[config.mk]
export PLATFORM = sky130hd
export DESIGN_NAME = pb_operand_loader
export DESIGN_NICKNAME = d
export VERILOG_FILES = /design/src/rtl/pb_operand_loader.sv
export SDC_FILE = /design/constraint.sdc
export NUM_CORES = 1
export LEC_CHECK = 0
export ABC_AREA = 0
export BUFFER_PORTS_ARGS = -buffer_cell sky130_fd_sc_hd__buf_2
export CORE_ASPECT_RATIO = 0.9
export CORE_MARGIN = 3
export CORE_UTILIZATION = 44
export DETAILED_ROUTE_END_ITERATION = 7
export PLACE_DENSITY = 0.64
export SLEW_MARGIN = 10
export SYNTH_ARGS = -nofsm -noshare
export SYNTH_HDL_FRONTEND = slang
export SYNTH_SLANG_ARGS = --single-unit
export TNS_END_PERCENT = 1
[constraint.sdc]
create_clock -name clk -period 3.79 [get_ports clk]
set_input_delay 0 -clock clk [delete_from_list [all_inputs] [get_ports clk]]
set_output_delay 0 -clock clk [all_outputs]
set_load 0.005 [all_outputs]
[src/rtl/pb_operand_loader.sv]
// Push-button operand loader: synchronises and debounces four buttons and a
// 4-bit switch bus, and captures the switches into nibbles of operands a and b.
module pb_operand_loader #(
    parameter int DB_CYCLES = 4,
    parameter int CNT_W     = 20
) (
    input  logic       clk,
    input  logic       rst_n,
    input  logic       pb1,
    input  logic       pb2,
    input  logic       pb3,
    input  logic       pb4,
    input  logic [3:0] q,
    input  logic       clr,
    output logic [7:0] a,
    output logic [7:0] b,
    output logic [3:0] loaded,
    output logic       ready,
    output logic       load_strobe
);

    localparam logic [CNT_W-1:0] CNT_LAST = CNT_W'(DB_CYCLES - 1);

    logic [3:0]       pb_raw;
    logic [3:0]       pb_m;
    logic [3:0]       pb_s;
    logic [3:0]       q_m;
    logic [3:0]       q_s;
    logic [3:0]       db;
    logic [CNT_W-1:0] cnt [4];
    logic [3:0]       press;
    logic [7:0]       a_nxt;
    logic [7:0]       b_nxt;
    logic [3:0]       loaded_nxt;

    assign pb_raw = {pb4, pb3, pb2, pb1};

    // Two-flop synchronisers; q bits are synchronised independently.
    always_ff @(posedge clk or negedge rst_n) begin
        if (!rst_n) begin
            pb_m <= '0;
            pb_s <= '0;
            q_m  <= '0;
            q_s  <= '0;
        end else begin
            pb_m <= pb_raw;
            pb_s <= pb_m;
            q_m  <= q;
            q_s  <= q_m;
        end
    end

    // A press is the edge on which a button's debounced level rises.
    always_comb begin
        press = '0;
        for (int unsigned i = 0; i < 4; i++) begin
            press[i] = !db[i] && pb_s[i] && (cnt[i] == CNT_LAST);
        end
    end

    always_ff @(posedge clk or negedge rst_n) begin
        if (!rst_n) begin
            db <= '0;
            for (int unsigned i = 0; i < 4; i++) begin
                cnt[i] <= '0;
            end
        end else begin
            for (int unsigned i = 0; i < 4; i++) begin
                if (pb_s[i] == db[i]) begin
                    cnt[i] <= '0;
                end else if (cnt[i] == CNT_LAST) begin
                    db[i]  <= ~db[i];
                    cnt[i] <= '0;
                end else begin
                    cnt[i] <= cnt[i] + CNT_W'(1);
                end
            end
        end
    end

    always_comb begin
        a_nxt      = a;
        b_nxt      = b;
        loaded_nxt = loaded;
        if (clr) begin
            a_nxt      = '0;
            b_nxt      = '0;
            loaded_nxt = '0;
        end else begin
            if (press[0]) a_nxt[3:0] = q_s;
            if (press[1]) a_nxt[7:4] = q_s;
            if (press[2]) b_nxt[3:0] = q_s;
            if (press[3]) b_nxt[7:4] = q_s;
            loaded_nxt = loaded | press;
        end
    end

    always_ff @(posedge clk or negedge rst_n) begin
        if (!rst_n) begin
            a           <= '0;
            b           <= '0;
            loaded      <= '0;
            ready       <= 1'b0;
            load_strobe <= 1'b0;
        end else begin
            a           <= a_nxt;
            b           <= b_nxt;
            loaded      <= loaded_nxt;
            ready       <= &loaded_nxt;
            load_strobe <= !clr && (|press);
        end
    end

endmodule

==> flow_metrics.py, run 1 <==
metrics = {
    "status": {
        "status": "completed",
    },
    "power_and_ir_drop": {
        "ir_drop_mv": 0.434,
        "power_mw": 3.66,
        "powerDensity_nw_per_um2": 546,
        "leakagePower_nw": 2.81,
    },
    "route": {
        "drc": 0,
        "final_antenna_net_count": 0,
        "wl_per_cell_um": 15.5,
        "via_per_inst": 5.68,
        "vias": 4457,
        "drt_iter0_markers": 251,
        "finalWirelength_mm": 12.1,
        "dr.pass1.iters": 5,
    },
    "synthesis": {
        "yosysTopAreaCellShare_pct": 53.5,
        "syn_nets": 592,
        "syn-cell-area_um2": 5700,
        "ys_seq_area_share_pct": 53.5,
        "synth_edf_count": 0,
        "ys_warn_count": 0,
        "ys_ff_latch": 122,
        "synthArstFlopShare_pct": 100,
        "synth.area.top_cells": "dfrtp_1 (54%), nand4_1 (4.5%), xnor2_1 (4.1%)",
        "synth_flop_cell": "dfrtp_1",
        "yosysTopAreaCell": "dfrtp_1",
        "syn_area_per_cell_um2": 9.95,
        "synth_cell_type_count": 40,
        "netlist_instances": 573,
    },
    "place": {
        "dpl.hpwl_mm": 8.28,
        "routabilityCongestion": 0.815,
        "portBuffers": 32,
        "place_ws_ps": 1550,
    },
    "critical_path": {
        "crit_slowest_cell": "a21o_1",
        "cp_max_fo": 20,
        "cp_top_family": "simple AND/OR/NAND/NOR gates",
        "critPathKind": "reg -> reg",
        "setup.worst_path.start": "cnt[31]",
        "cp.depth": 4,
        "path_cells": "or4_4, nor4_4, a21o_1, nor2_1",
        "reg2regPathDepth": 4,
        "crit_required_ps": 4060,
        "arrival_ps": 2500,
        "cp-start-kind": "flop",
        "worst-path-buf-inv": 0,
        "end_kind": "flop",
        "crit_path_max_incr_delay_ps": 580,
        "reg2reg_from": "cnt[31]",
    },
    "timing": {
        "setup_viol": 0,
        "fin_setup_tns_ps": 0,
        "drv_slew": 0,
        "tightest_slew_ps": 814,
        "finalCritPeriodShare_pct": 59.0,
        "slew_headroom_pct": 45.7,
        "post-route-min-period_ps": 2240,
        "worst_slack_ps": 1550,
        "max_freq_mhz": 447,
        "rsz0062_at_grt": "no",
        "finalClockSkew_ps": 9.11,
        "finalHoldViolations": 0,
    },
    "global_routing": {
        "overflow": 0,
        "grt_max_degree": 66,
        "grt_usage_pct": 18.2,
        "antenna_found_initial": 0,
        "grt_pass1_wl_mm": 21.1,
        "grt_pass1_vias": 4333,
    },
    "cells_and_area": {
        "drive_gt1_share_pct": 11.5,
        "final_common_cell": "dfrtp_1",
        "final_cell_mix": "dfrtp_1 (122), nor2_1 (61), a21oi_1 (42), nand4_1 (41), o21ai_0 (36)",
        "fin_util_pct": 54.2,
        "diodes": 0,
        "nFillCells": 1101,
        "syn_to_final_growth_pct": 17.4,
        "num-nets-final": 630,
    },
    "job": {
        "cap_violations": 0,
    },
    "min_path": {
        "hold_path_depth": 2,
        "min-delay-start": "q[3]",
        "hold_path_class": "in -> reg",
    },
    "clocking": {
        "root_buffer": "clkbuf_16",
        "clk_pin_slew_ps": 60,
        "cts_buffers": 17,
        "insertion_delay_ps": 410,
        "clkSinkCount": 122,
        "cts_resized": 0,
        "h-tree-depth": 4,
        "cts_tree": "built",
        "clockBufferDepth": 2,
    },
    "floorplan": {
        "die_area_um2": 14400,
        "die_h_um": 114,
        "die_w_um": 126,
        "core_um2": 12400,
        "start_util_pct": 46.1,
        "boundaryPins": 33,
        "rows": 38,
    },
}
metal layers:
layer | up-vias | GRT usage [%] | part of all wire [%] | wire length [um]
met3 | 9 | 5.20 | 5.6 | 680
met2 | 112 | 27.3 | 46 | 5590
li1 | 2156 | - | - | -
met4 | 0 | 4.86 | 0.55 | 67
met1 | 2180 | 26.3 | 48 | 5790
met5 | - | 0 | 0 | 0
kinds of logic (layout without fill, tap and decap cells):
kind of cell	count (synthesis)	after routing	share of synthesized area [%]
AND/OR/NAND/NOR	257	257	25.1
flip-flops	122	122	53.5
AO/OA/AOI/OAI	93	93	8.80
XOR/XNOR	50	50	7.68
buffers and inverters	43	94	3.12
adder cells (fa/ha/maj)	8	8	1.76
where the power goes:
group / internal (mW) / switching [mW] / total, mW
clock: 1.05 / 0.615 / 1.66
sequential: 1.39 / 0.0762 / 1.47
combinational: 0.175 / 0.350 / 0.525
total: 2.61 / 1.04 / 3.66
state kept, by name (all words and copies together), names as in the netlist:
name,cells
load_strobe,1
cnt,80
q_s,4
pb_s,4
loaded,4
ready,1
db,4
q_m,4
b,8
a,8
pb_m,4
path summary, 6_finish.rpt:
path | endpoint | slack (ps)
worst max register to register | cnt[31] | 1550
worst min register to register | q_s[2] | 350
worst max-delay path | cnt[31] | 1550
min in group asynchronous | cnt[35] | 230
max in group asynchronous | cnt[62] | 2660
worst min-delay path | q_m[3] | 220
cell usage after synthesis, drive strengths merged, types with 6 or more instances:
| master | n |
|---|---|
| a21oi | 42 |
| and4 | 11 |
| xnor2 | 27 |
| nand4 | 41 |
| nor4 | 20 |
| and2 | 6 |
| nand2 | 22 |
| clkbuf | 20 |
| nor2 | 61 |
| or3 | 22 |
| buf | 7 |
| inv | 16 |
| o21ai | 36 |
| or4 | 10 |
| xor2 | 23 |
| o31ai | 6 |
| dfrtp | 122 |
| nand3 | 31 |
| nor3 | 10 |
| ha | 8 |
| and3 | 7 |
timing repair:
action | in CTS | in global routing
hold buffers | 10 | 0
endpoints found under the hold margin | 74 | 0
buffers inserted | 0 | 0
through the flow:
stage               hold slack (ps)  area (um^2)  cells
floorplan                      -296         5700    573
global placement                108         5980    742
detailed placement              109         5980    742
CTS                             201         6700    784
global route                    216         6700    784
finish                          222         6700    784
cell type report:
type                    instances  area, um^2  share of cell area (%)
clock buffers                  17         425                    6.35
clock inverters                15         191                    2.86
inverters                      16        60.1                   0.897
multi-input cells             408        2470                    36.9
flip-flops and latches        122        3050                    45.6
well taps                     160         200                    2.99
repair buffers                 46         293                    4.37
No activity file was read; power rests on OpenSTA's default activity.
==> run 2: changes to the inputs <==
Settings changed: ABC_AREA 0 to 1.
Clock period 3.79 ns to 2.1 ns, I/O delays scaled along.
==> flow_metrics.py, run 2 <==
metrics = {
    "status": {
        "status": "completed",
    },
    "critical_path": {
        "arrival_ps": 2000,
        "crit_required_ps": 2400,
        "regToRegSetupSlack_ps": 400,
        "cp-start-kind": "flop",
        "cp_max_fo": 6,
        "end_kind": "flop",
        "critPathKind": "reg -> reg",
        "reg2reg_to": "cnt[16]",
        "reg2regPathDepth": 7,
        "reg2reg_from": "cnt[0]",
        "setup.worst_path.start": "cnt[0]",
        "crit_end": "cnt[16]",
    },
    "cells_and_area": {
        "largest_reg_flops": 80,
        "num-nets-final": 836,
        "final_common_cell": "nor2_1",
        "nFillCells": 1223,
        "fin_util_pct": 54.3,
        "drive_gt1_share_pct": 13.0,
        "syn_to_final_growth_pct": 18.5,
        "ff_latch_area_um2": 3050,
        "finalNonFillerCells": 1019,
        "multi_input_area_um2": 2810,
        "top_register": "cnt",
        "diodes": 0,
        "largestRegisters": "cnt: 80 flops, a: 8 flops, b: 8 flops",
        "final_cell_mix": "nor2_1 (164), nand2_1 (132), dfrtp_1 (122), inv_1 (76), nand3_1 (66)",
    },
    "place": {
        "dpl.hpwl_mm": 9.95,
        "routabilityCongestion": 0.945,
        "place_ws_ps": 432,
        "dp_cells": 977,
        "portBuffers": 32,
    },
    "timing": {
        "post-route-min-period_ps": 1700,
        "worst_slack_ps": 403,
        "setup_viol": 0,
        "finalClockSkew_ps": 13.2,
        "drv_slew": 0,
        "finalCritPeriodShare_pct": 80.8,
        "slew_headroom_pct": 63.7,
        "tightest_slew_ps": 544,
        "max_freq_mhz": 589,
        "fin_setup_tns_ps": 0,
        "rsz0062_at_grt": "no",
        "finalHoldViolations": 0,
    },
    "synthesis": {
        "synth_edf_count": 0,
        "synth.top_cells.by_count": "nor2_1 (164), nand2_1 (132), dfrtp_1 (122), inv_1 (76), nand3_1 (66)",
        "synthArstFlopShare_pct": 100,
        "ys_ff_latch": 122,
        "synth_flop_cell": "dfrtp_1",
        "syn_area_per_cell_um2": 8.16,
        "ys_warn_count": 0,
        "syn-cell-area_um2": 6210,
        "synth.area.top_cells": "dfrtp_1 (49%), nor2_1 (9.9%), nand2_1 (8.0%)",
        "syn_nets": 780,
        "yosysTopAreaCellShare_pct": 49.2,
        "ys_seq_area_share_pct": 49.2,
        "synth_cell_type_count": 32,
        "netlist_instances": 761,
        "yosysMostFrequentCell": "nor2_1",
        "yosysTopAreaCell": "dfrtp_1",
    },
    "power_and_ir_drop": {
        "leakagePower_nw": 3.43,
        "ir_drop_mv": 0.650,
        "powerDensity_nw_per_um2": 914,
    },
    "clocking": {
        "clockBufferDepth": 2,
        "cts_resized": 0,
        "root_buffer": "clkbuf_16",
        "cts_buffers": 17,
        "post_cts_buffers": 0,
        "cts_tree": "built",
        "h-tree-depth": 4,
        "clk_pin_slew_ps": 60,
        "cts_hold_buf": 10,
        "clkSinkCount": 122,
        "insertion_delay_ps": 430,
    },
    "route": {
        "via_per_inst": 5.03,
        "drt_iter0_markers": 365,
        "dr.pass1.iters": 5,
        "drc": 0,
        "finalWirelength_mm": 13.9,
        "final_antenna_net_count": 0,
        "wl_per_cell_um": 13.7,
        "vias": 5121,
    },
    "global_routing": {
        "grt_pass1_wl_mm": 23.8,
        "grt_max_degree": 57,
        "overflow": 0,
        "grt_pass1_vias": 5022,
        "antenna_found_initial": 0,
        "grt_usage_pct": 18.8,
    },
    "floorplan": {
        "start_util_pct": 45.8,
        "die_w_um": 131,
        "boundaryPins": 33,
        "core_um2": 13600,
        "die_area_um2": 15600,
        "die_h_um": 119,
        "rows": 40,
    },
    "job": {
        "cap_violations": 0,
    },
    "min_path": {
        "hold_path_class": "in -> async",
    },
}
[run 2: changes by cell type in the layout (fill, tap and decap cells not counted), moves of 16 or more]
cell	change
nand4_1	-20
a21oi_1	-28
nand3_1	+35
inv_1	+60
o21ai_0	-17
xnor2_1	-16
nor3_1	+21
nor2_1	+103
nor4_1	-19
or3_1	-22
nand2_1	+110
[run 2: critical path, cell delays in order (launching register included)]
cell and delay [ps]:
dfrtp_1 430, ha_1 280, nand3_2 150, nor2_2 230
nand2_1 140, nor3_2 140, xor2_1 160, nor2_1 50
[run 2: report_power, final]
part	leakage (nW)	internal (mW)	total [mW]	switching, mW
logic	1.48	0.316	0.959	0.643
registers	1.65	2.51	2.64	0.129
clock network	0.303	2.08	3.13	1.05
total	3.43	4.91	6.73	1.82
[run 2: routing by layer]
layer	global-route usage [%]	up-vias	part of all wire, %
li1	-	2560	-
met1	25.6	2396	48
met2	29.3	139	46
met3	4.30	26	4.4
met4	7.41	0	2.1
met5	0	-	0
[run 2: through the flow]
stage	cell area [um^2]	power [mW]	hold slack, ps
2_1_floorplan	6210	3.30	-296
3_3_place_gp	6620	3.61	26.9
3_5_place_dp	6620	3.63	34.0
4_1_cts	7360	6.79	140
5_1_grt	7360	7.05	182
6_report	7360	6.73	113
[run 2: cells by family after synthesis]
family	share of synthesized area [%]
flip-flops	49.2
buffers and inverters	5.50
adder cells (fa/ha/maj)	1.61
XOR/XNOR	6.49
AND/OR/NAND/NOR	34.0
AO/OA/AOI/OAI	3.24
[run 2: layout make-up]
type	instances	area share, %
Clock buffer	22	6.44
Clock inverter	10	2.24
Inverter	79	4.03
Multi-Input combinational cell	549	38.2
Sequential cell	122	41.5
Tap cell	189	3.21
Timing Repair Buffer	48	4.35
[run 2: how the worst min path moves through the flow]
stage                      from      end  cells after the start
final                     rst_n  cnt[29]                      2
after detailed placement  rst_n  cnt[27]                      1
after CTS                 rst_n  cnt[27]                      2
after global routing      rst_n  cnt[25]                      2
after global placement    rst_n  cnt[27]                      1
after floorplan           rst_n     a[0]                      0
==> run 3: changes to the inputs <==
Clock period 2.1 ns to 1.7 ns, I/O delays scaled along.
==> flow_metrics.py, run 3 (synthesis results as in run 2) <==
metrics = {
    "route": {
        "dr.pass1.iters": 5,
        "vias": 5223,
        "wl_per_cell_um": 13.6,
        "via_per_inst": 5.09,
        "drt_iter0_markers": 395,
        "drc": 0,
        "final_antenna_net_count": 0,
        "finalWirelength_mm": 14.0,
    },
    "critical_path": {
        "worst-path-buf-inv": 1,
        "path_common_cell": "nand3_2",
        "crit_required_ps": 2040,
        "setup.worst_path.start": "cnt[20]",
        "reg2reg_from": "cnt[20]",
        "regToRegSetupSlack_ps": 110,
        "crit_slowest_cell": "dfrtp_1",
        "reg2regPathDepth": 7,
        "critPathKind": "reg -> reg",
        "end_kind": "flop",
        "reg2reg_to": "cnt[38]",
        "cp.depth": 7,
        "cp-start-kind": "flop",
        "cp_top_family": "simple AND/OR/NAND/NOR gates",
        "arrival_ps": 1940,
        "path_cells": "ha_1, nand3_2, nor3_4, nand3_2, o21ai_2, inv_1, nor2_1",
        "cp_max_fo": 6,
        "crit_path_max_incr_delay_ps": 420,
        "crit_end": "cnt[38]",
    },
    "timing": {
        "finalHoldViolations": 0,
        "setup_viol": 0,
        "worst_slack_ps": 105,
        "max_freq_mhz": 627,
        "finalClockSkew_ps": 11.2,
        "post-route-min-period_ps": 1590,
        "slew_headroom_pct": 69.4,
        "tightest_slew_ps": 458,
        "finalCritPeriodShare_pct": 93.8,
        "rsz0062_at_grt": "yes",
        "drv_slew": 0,
    },
    "clocking": {
        "root_buffer": "clkbuf_16",
        "clkSinkCount": 122,
        "h-tree-depth": 4,
        "cts_buffers": 17,
        "cts_tree": "built",
        "clk_pin_slew_ps": 60,
        "clockBufferDepth": 2,
        "insertion_delay_ps": 420,
    },
    "cells_and_area": {
        "diodes": 0,
        "drive_gt1_share_pct": 14.2,
        "finalNonFillerCells": 1027,
        "num-nets-final": 846,
        "final_common_cell": "nor2_1",
        "syn_to_final_growth_pct": 19.0,
        "final_cell_mix": "nor2_1 (163), nand2_1 (132), dfrtp_1 (122), inv_1 (76), nand3_1 (65)",
        "fin_util_pct": 54.5,
        "largestRegisters": "cnt: 80 flops, a: 8 flops, b: 8 flops",
        "largest_reg_flops": 80,
        "top_register": "cnt",
    },
    "global_routing": {
        "grt_pass1_vias": 5098,
        "antenna_found_initial": 0,
        "grt_pass1_wl_mm": 24.2,
        "overflow": 0,
        "grt_max_degree": 48,
        "grt_usage_pct": 19.1,
    },
    "power_and_ir_drop": {
        "ir_drop_mv": 0.852,
        "leakagePower_nw": 3.45,
        "powerDensity_nw_per_um2": 1100,
    },
    "floorplan": {
        "die_w_um": 131,
        "start_util_pct": 45.8,
        "core_um2": 13600,
        "rows": 40,
        "boundaryPins": 33,
        "die_h_um": 119,
        "die_area_um2": 15600,
    },
    "job": {
        "cap_violations": 0,
    },
    "status": {
        "status": "completed",
    },
    "place": {
        "place_ws_ps": 60.7,
        "routabilityCongestion": 0.922,
        "dp_cells": 986,
        "portBuffers": 32,
        "dpl.hpwl_mm": 10.4,
    },
    "min_path": {
        "hold_path_class": "in -> async",
    },
}
## run 3: timing repair
item | 4_1_cts | 5_1_grt
endpoints found under the setup margin | 0 | 15
hold buffers | 10 | 0
hold endpoints to repair | 134 | 0
gates resized for setup | 0 | 4
setup buffers | 0 | 1
## run 3: worst min-delay path by stage
stage               startpoint      end  slack, ps  cells past startpoint
floorplan                rst_n     a[0]       -300                      0
global placement         rst_n  cnt[24]        -20                      1
detailed placement       rst_n  cnt[26]        -20                      1
CTS                      rst_n  cnt[25]         80                      2
global route             rst_n  pb_s[2]        120                      2
finish                   rst_n  cnt[26]         80                      2
## run 3: area by class of cell
type | instances | area, um^2
Clock buffer | 18 | 429
Clock inverter | 12 | 153
Fill cell | 1215 | 6170
Inverter | 79 | 297
Multi-Input combinational cell | 549 | 2830
Sequential cell | 122 | 3050
Tap cell | 189 | 236
Timing Repair Buffer | 58 | 395
## run 3: per-layer routing
metal | GRT usage, % | share of wire, % | up-vias | wire, um
met4 | 8.14 | 2.3 | 0 | 323
met3 | 5.02 | 4.2 | 27 | 585
met1 | 26.5 | 49 | 2478 | 6830
met5 | 0 | 0 | - | 0
li1 | - | - | 2576 | -
met2 | 28.4 | 45 | 142 | 6230
## run 3: through the flow
stage | hold WS [ps] | instance area [um^2] | power, mW | setup TNS [ps]
after floorplan | -296 | 6210 | 4.08 | 0
after global placement | -23.7 | 6690 | 4.53 | 0
after detailed placement | -15.7 | 6690 | 4.57 | 0
after CTS | 83.8 | 7370 | 8.19 | 0
after global routing | 117 | 7390 | 8.51 | -57.9
final | 79.1 | 7390 | 8.10 | 0
## run 3: worst reg2reg max path: cells and delay by family, from the launching register on
family	cells	cell delay (ps)
compound gates	1	130
fa+ha+maj	1	280
buf+inv	1	40
flops	1	420
simple gates	4	650
## run 3: power by group
part | internal, mW | switching (mW) | leakage [nW]
Clock | 2.28 | 1.29 | 0.274
Combinational | 0.447 | 0.828 | 1.53
Sequential | 3.10 | 0.160 | 1.65
Total | 5.83 | 2.28 | 3.45
